===== src/rtl/rr_arbiter4_pkg.sv =====
// Shared constants, state encoding and index helpers for the 4-channel
// round-robin arbiter.
package rr_arbiter4_pkg;

  localparam int NUM_CH = 4;
  localparam int SEL_W  = 2;

  typedef enum logic {
    ST_IDLE  = 1'b0,
    ST_GRANT = 1'b1
  } state_t;

  function automatic logic [NUM_CH-1:0] to_onehot(input logic [SEL_W-1:0] idx);
    logic [NUM_CH-1:0] oh;
    oh      = '0;
    oh[idx] = 1'b1;
    return oh;
  endfunction

endpackage


===== src/rtl/rr_arbiter4_pick.sv =====
// Combinational round-robin pick: first requesting channel at or after ptr,
// wrapping modulo 4.
module rr_pick4
  import rr_arbiter4_pkg::*;
(
  input  logic [NUM_CH-1:0] req,
  input  logic [SEL_W-1:0]  ptr,
  output logic [SEL_W-1:0]  idx,
  output logic              any
);

  // w_rot[k] is the request of the channel k positions after ptr
  logic [NUM_CH-1:0] w_rot;
  logic [SEL_W-1:0]  w_off;

  genvar gi;
  generate
    for (gi = 0; gi < NUM_CH; gi++) begin : g_rot
      logic [SEL_W-1:0] w_ch;
      assign w_ch      = ptr + SEL_W'(gi);
      assign w_rot[gi] = req[w_ch];
    end
  endgenerate

  always_comb begin
    w_off = '0;
    for (int k = NUM_CH - 1; k >= 0; k--) begin
      if (w_rot[k]) begin
        w_off = k[SEL_W-1:0];
      end
    end
  end

  assign idx = ptr + w_off;
  assign any = |req;

endmodule


===== src/rtl/rr_arbiter4.sv =====
// Burst-limited round-robin arbiter driving the select of a 4:1 mux; grant is
// held until the consumer accepts, then priority rotates past the winner.
module rr_arbiter4
  import rr_arbiter4_pkg::*;
#(
  parameter int BURST = 1,
  parameter int CNT_W = 4
) (
  input  logic              clk,
  input  logic              rst,
  input  logic [NUM_CH-1:0] req,
  input  logic              ready,
  output logic [SEL_W-1:0]  sel,
  output logic [NUM_CH-1:0] grant,
  output logic              valid
);

  localparam logic [CNT_W:0] BURST_L = BURST[CNT_W:0];

  state_t            r_state, w_state_next;
  logic [SEL_W-1:0]  r_ptr,   w_ptr_next;
  logic [CNT_W-1:0]  r_cnt,   w_cnt_next;
  logic [SEL_W-1:0]  r_sel,   w_sel_next;
  logic [NUM_CH-1:0] r_grant, w_grant_next;
  logic              r_valid, w_valid_next;

  logic [SEL_W-1:0]  w_pick_ptr;
  logic [SEL_W-1:0]  w_pick_idx;
  logic              w_pick_any;
  logic              w_hs;
  logic              w_req_sel;
  logic [CNT_W:0]    w_cnt_inc;
  logic              w_more;

  // In GRANT the only re-pick ever needed is after rotating past the current
  // owner, so the shared picker can be fed sel+1 directly.
  assign w_pick_ptr = (r_state == ST_GRANT) ? (r_sel + 1'b1) : r_ptr;

  rr_pick4 u_pick (
    .req (req),
    .ptr (w_pick_ptr),
    .idx (w_pick_idx),
    .any (w_pick_any)
  );

  assign w_hs      = r_valid & ready;
  assign w_req_sel = req[r_sel];
  assign w_cnt_inc = {1'b0, r_cnt} + {{CNT_W{1'b0}}, 1'b1};
  assign w_more    = (w_cnt_inc < BURST_L);

  always_comb begin
    w_state_next = r_state;
    w_ptr_next   = r_ptr;
    w_cnt_next   = r_cnt;
    w_sel_next   = r_sel;
    w_grant_next = r_grant;
    w_valid_next = r_valid;

    case (r_state)
      ST_IDLE: begin
        if (w_pick_any) begin
          w_state_next = ST_GRANT;
          w_sel_next   = w_pick_idx;
          w_grant_next = to_onehot(w_pick_idx);
          w_valid_next = 1'b1;
          w_cnt_next   = '0;
        end
      end
      ST_GRANT: begin
        if (w_hs && w_req_sel && w_more) begin
          w_cnt_next = w_cnt_inc[CNT_W-1:0];
        end else if (w_hs || !w_req_sel) begin
          w_ptr_next = r_sel + 1'b1;
          w_cnt_next = '0;
          if (w_pick_any) begin
            w_sel_next   = w_pick_idx;
            w_grant_next = to_onehot(w_pick_idx);
            w_valid_next = 1'b1;
          end else begin
            w_state_next = ST_IDLE;
            w_grant_next = '0;
            w_valid_next = 1'b0;
          end
        end
      end
      default: begin
        w_state_next = ST_IDLE;
        w_grant_next = '0;
        w_valid_next = 1'b0;
        w_cnt_next   = '0;
      end
    endcase
  end

  always_ff @(posedge clk or posedge rst) begin
    if (rst) begin
      r_state <= ST_IDLE;
      r_ptr   <= '0;
      r_cnt   <= '0;
      r_sel   <= '0;
      r_grant <= '0;
      r_valid <= 1'b0;
    end else begin
      r_state <= w_state_next;
      r_ptr   <= w_ptr_next;
      r_cnt   <= w_cnt_next;
      r_sel   <= w_sel_next;
      r_grant <= w_grant_next;
      r_valid <= w_valid_next;
    end
  end

  assign sel   = r_sel;
  assign grant = r_grant;
  assign valid = r_valid;

endmodule


===== config.mk =====
export PLATFORM = sky130hd
export DESIGN_NAME = rr_arbiter4
export DESIGN_NICKNAME = d
export VERILOG_FILES = /design/src/rtl/rr_arbiter4_pkg.sv /design/src/rtl/rr_arbiter4_pick.sv /design/src/rtl/rr_arbiter4.sv
export SDC_FILE = /design/constraint.sdc
export NUM_CORES = 1
export LEC_CHECK = 0
export BUFFER_PORTS_ARGS = -buffer_cell sky130_fd_sc_hd__buf_2
export CAP_MARGIN = 20
export CORE_MARGIN = 10
export CORE_UTILIZATION = 45
export DETAILED_ROUTE_END_ITERATION = 12
export GPL_TIMING_DRIVEN = 0
export SYNTH_ARGS = -nofsm -noshare
export SYNTH_HDL_FRONTEND = slang
export SYNTH_SLANG_ARGS = --single-unit

===== constraint.sdc =====
create_clock -name clk -period 6.4 [get_ports clk]
set_input_delay 0.32 -clock clk [delete_from_list [all_inputs] [get_ports clk]]
set_output_delay 0.32 -clock clk [all_outputs]
set_load 0.03 [all_outputs]

==> results.cfg <==
[floorplanning]
core_sq_mm = 0.00219
rows = 17
design.die.area_sq_mm = 0.00461
io_pins = 14
start_util = 0.471
chipWidth_um = 67.9
fp.dieH_um = 67.9

[clock_network]
postCtsSetupRepairBufs = 0
cts_buffers = 3
clkTransAtPathRegs_ns = 0.07
h-tree-depth = 1
cts_hold_buf = 0
cts_root_buf = clkbuf_4
cts_tree = built
clock-sinks = 14
insertion_delay_ns = 0.28
ctsResizeCount = 0
clockBufferDepth = 2

[yosys]
yosysTopAreaCell = dfrtp_1
synth-seq-cells = 14
ys_seq_area_frac = 0.339
synth_area_leaders = dfrtp_1, nor2b_1, nand2_1, nor2_1, a2111oi_4
syn_inst = 112
syn-num-nets = 121
synth.top_cell.area_share = 0.339
synth.distinct_cells = 44
ys.warnings.count = 0
syn_area_sq_mm = 0.00103
syn_avg_cell_area_sq_um = 9.22

[routing]
routedWlPerCell_um = 14.8
wirelength_um = 2300
drc = 0
drtPass1Iterations = 4
viasPerCell = 5.69
drt_iter0_drc = 25
num_vias = 882
detail-route-antenna-nets = 0

[flow_run]
maxCapViolCount = 0

[sta]
setup_tns_ns = 0
fin_hold_ws_ns = 0.0699
drv_slew = 0
maxSlewHeadroom = 0.641
fin_crit_ns = 2.51
timing.fmax_ghz = 0.399
tightest_slew_ns = 0.538
fin_crit_sh = 0.392
final.setup_skew_ns = 0.000542
rsz0062_at_grt = false
setup_viol = 0
hold_violations = 0

[pwr]
clock_power_share = 0.084
power_frac_comb = 0.677
p_leak_nw = 0.505
vdd_drop_max_mv = 0.306
p_switching_w = 0.000277
intPower_w = 0.000298
switching_share = 0.482
p_per_area_mw_per_mm2 = 500
sequentialPowerShare = 0.239

[worst_setup_path]
critPathLaunchType = flip-flop
crit_arrival_ns = 2.66
required_ns = 6.55
critPathCaptureType = flip-flop
worstSetupStartpoint = sel[0]$_DFFE_PP0P_
ff2ff_setup_slack_ns = 3.89
crit_type = flip-flop to flip-flop
cp_max_fo = 10
reg2reg_from = sel[0]$_DFFE_PP0P_

[grt]
use_met1 = 0.140
grt_pass1_vias = 918
antenna_found_initial = 0
grt_overflow = 0
met2_usage = 0.183
grt_usage = 0.114
grt_pass1_wl_um = 4140
busiest_layer = met2
grtUsageMet3 = 0.0228
grt_max_degree = 15

[cells_and_area]
syn_to_final_growth_pct = 11.4
final_cell_mix = nand2_1, dfrtp_1, buf_2
fin_area_sq_mm = 0.00115
fin_util = 0.525
nets = 138
antennaDiodeCount = 0
drive_gt1_frac = 0.220

[worst_hold_path]
holdCritPathClass = input port to async pin

[place]
gp_congestion = 0.839
dpl-instance-area_sq_mm = 0.00113
hpwl_um = 1870
io_buffers = 12

[status]
status = complete, no violations
-- sequential cells by signal (all words and copies together), names as in the netlist --
signal and flops:
r_cnt 4, sel 2, r_state 1, valid 1, r_ptr 2, grant 4
-- power groups by stage --
stage / Combinational, W / Sequential [W] / Clock, W
after floorplan: 0.000276 / 0.000174 / 0
after global placement: 0.000386 / 0.000138 / 0
after detailed placement: 0.000389 / 0.000139 / 0
after CTS: 0.000394 / 0.000137 / 0.0000511
after global routing: 0.000434 / 0.000143 / 0.0000555
final: 0.000390 / 0.000137 / 0.0000482
-- metrics by stage --
step / cells / setup slack (ns) / power, W
after floorplan: 112 / 4.00 / 0.000449
after global placement: 152 / 3.95 / 0.000524
after detailed placement: 152 / 3.93 / 0.000528
after CTS: 155 / 3.88 / 0.000583
after global routing: 155 / 3.65 / 0.000632
final: 155 / 3.89 / 0.000575
-- logic make-up after synthesis --
group | count (synthesis) | synth area share
multiplexers | 3 | 0.0303
buffers and inverters | 7 | 0.0412
adder cells (fa/ha/maj) | 2 | 0.0242
XOR/XNOR | 4 | 0.0594
AO/OA/AOI/OAI | 42 | 0.314
AND/OR/NAND/NOR | 40 | 0.192
flip-flops | 14 | 0.339
-- path summary, 6_finish.rpt --
kind / to / depth (start not counted)
setup reg to reg: grant[2]$_DFFE_PP0P_ / 10
min in group clk: r_state$_DFF_PP0_ / 3
hold reg to reg: grant[0]$_DFFE_PP0P_ / 2
setup / recovery: grant[2]$_DFFE_PP0P_ / 10
hold / removal: r_cnt[0]$_DFFE_PP0P_ / 2
max in group asynchronous: grant[1]$_DFFE_PP0P_ / 2
-- metal layers --
metal | vias up | share of wire
met3 | 4 | 0.049
met2 | 24 | 0.46
met1 | 407 | 0.47
li1 | 447 | -
met4 | 0 | 0.020
met5 | - | 0
-- layout make-up --
| class | instances | area (sq um) |
|---|---|---|
| clock buffer | 3 | 22.5 |
| tap | 28 | 35.0 |
| sequential | 14 | 350 |
| inverter | 3 | 11.3 |
| multi-input combinational | 91 | 639 |
| fill | 209 | 1040 |
| buffer | 4 | 31.3 |
| timing repair buffer | 12 | 60.1 |
-- Yosys cell counts (all sizes together) --
master	number
a21oi	3
dfrtp	14
a211o	1
inv	3
nor3b	1
nor2	8
o32ai	1
nor4	2
o22ai	3
o31ai	3
o21ai	8
mux2i	2
a21boi	2
nand3	1
mux2	1
a22oi	1
a31oi	2
nand2	14
nand2b	2
buf	4
o211ai	3
xor2	2
o311ai	2
or2	1
o21a	3
a21o	1
a22o	2
nor2b	10
o22a	1
and3b	1
a2111oi	1
a211oi	3
ha	2
o211a	1
xnor2	2
a2bb2oi	1
-- critical path: stages (launching register included) --
cell and delay, ns:
dfrtp_1 0.42, buf_6 0.17, xnor2_4 0.15, a21oi_2 0.32, a21boi_0 0.14, o21ai_0 0.17
a2bb2oi_1 0.09, ha_1 0.24, xor2_2 0.21, nor4_1 0.35, o31ai_1 0.14
Note: power is estimated with default switching activity, not from simulation.
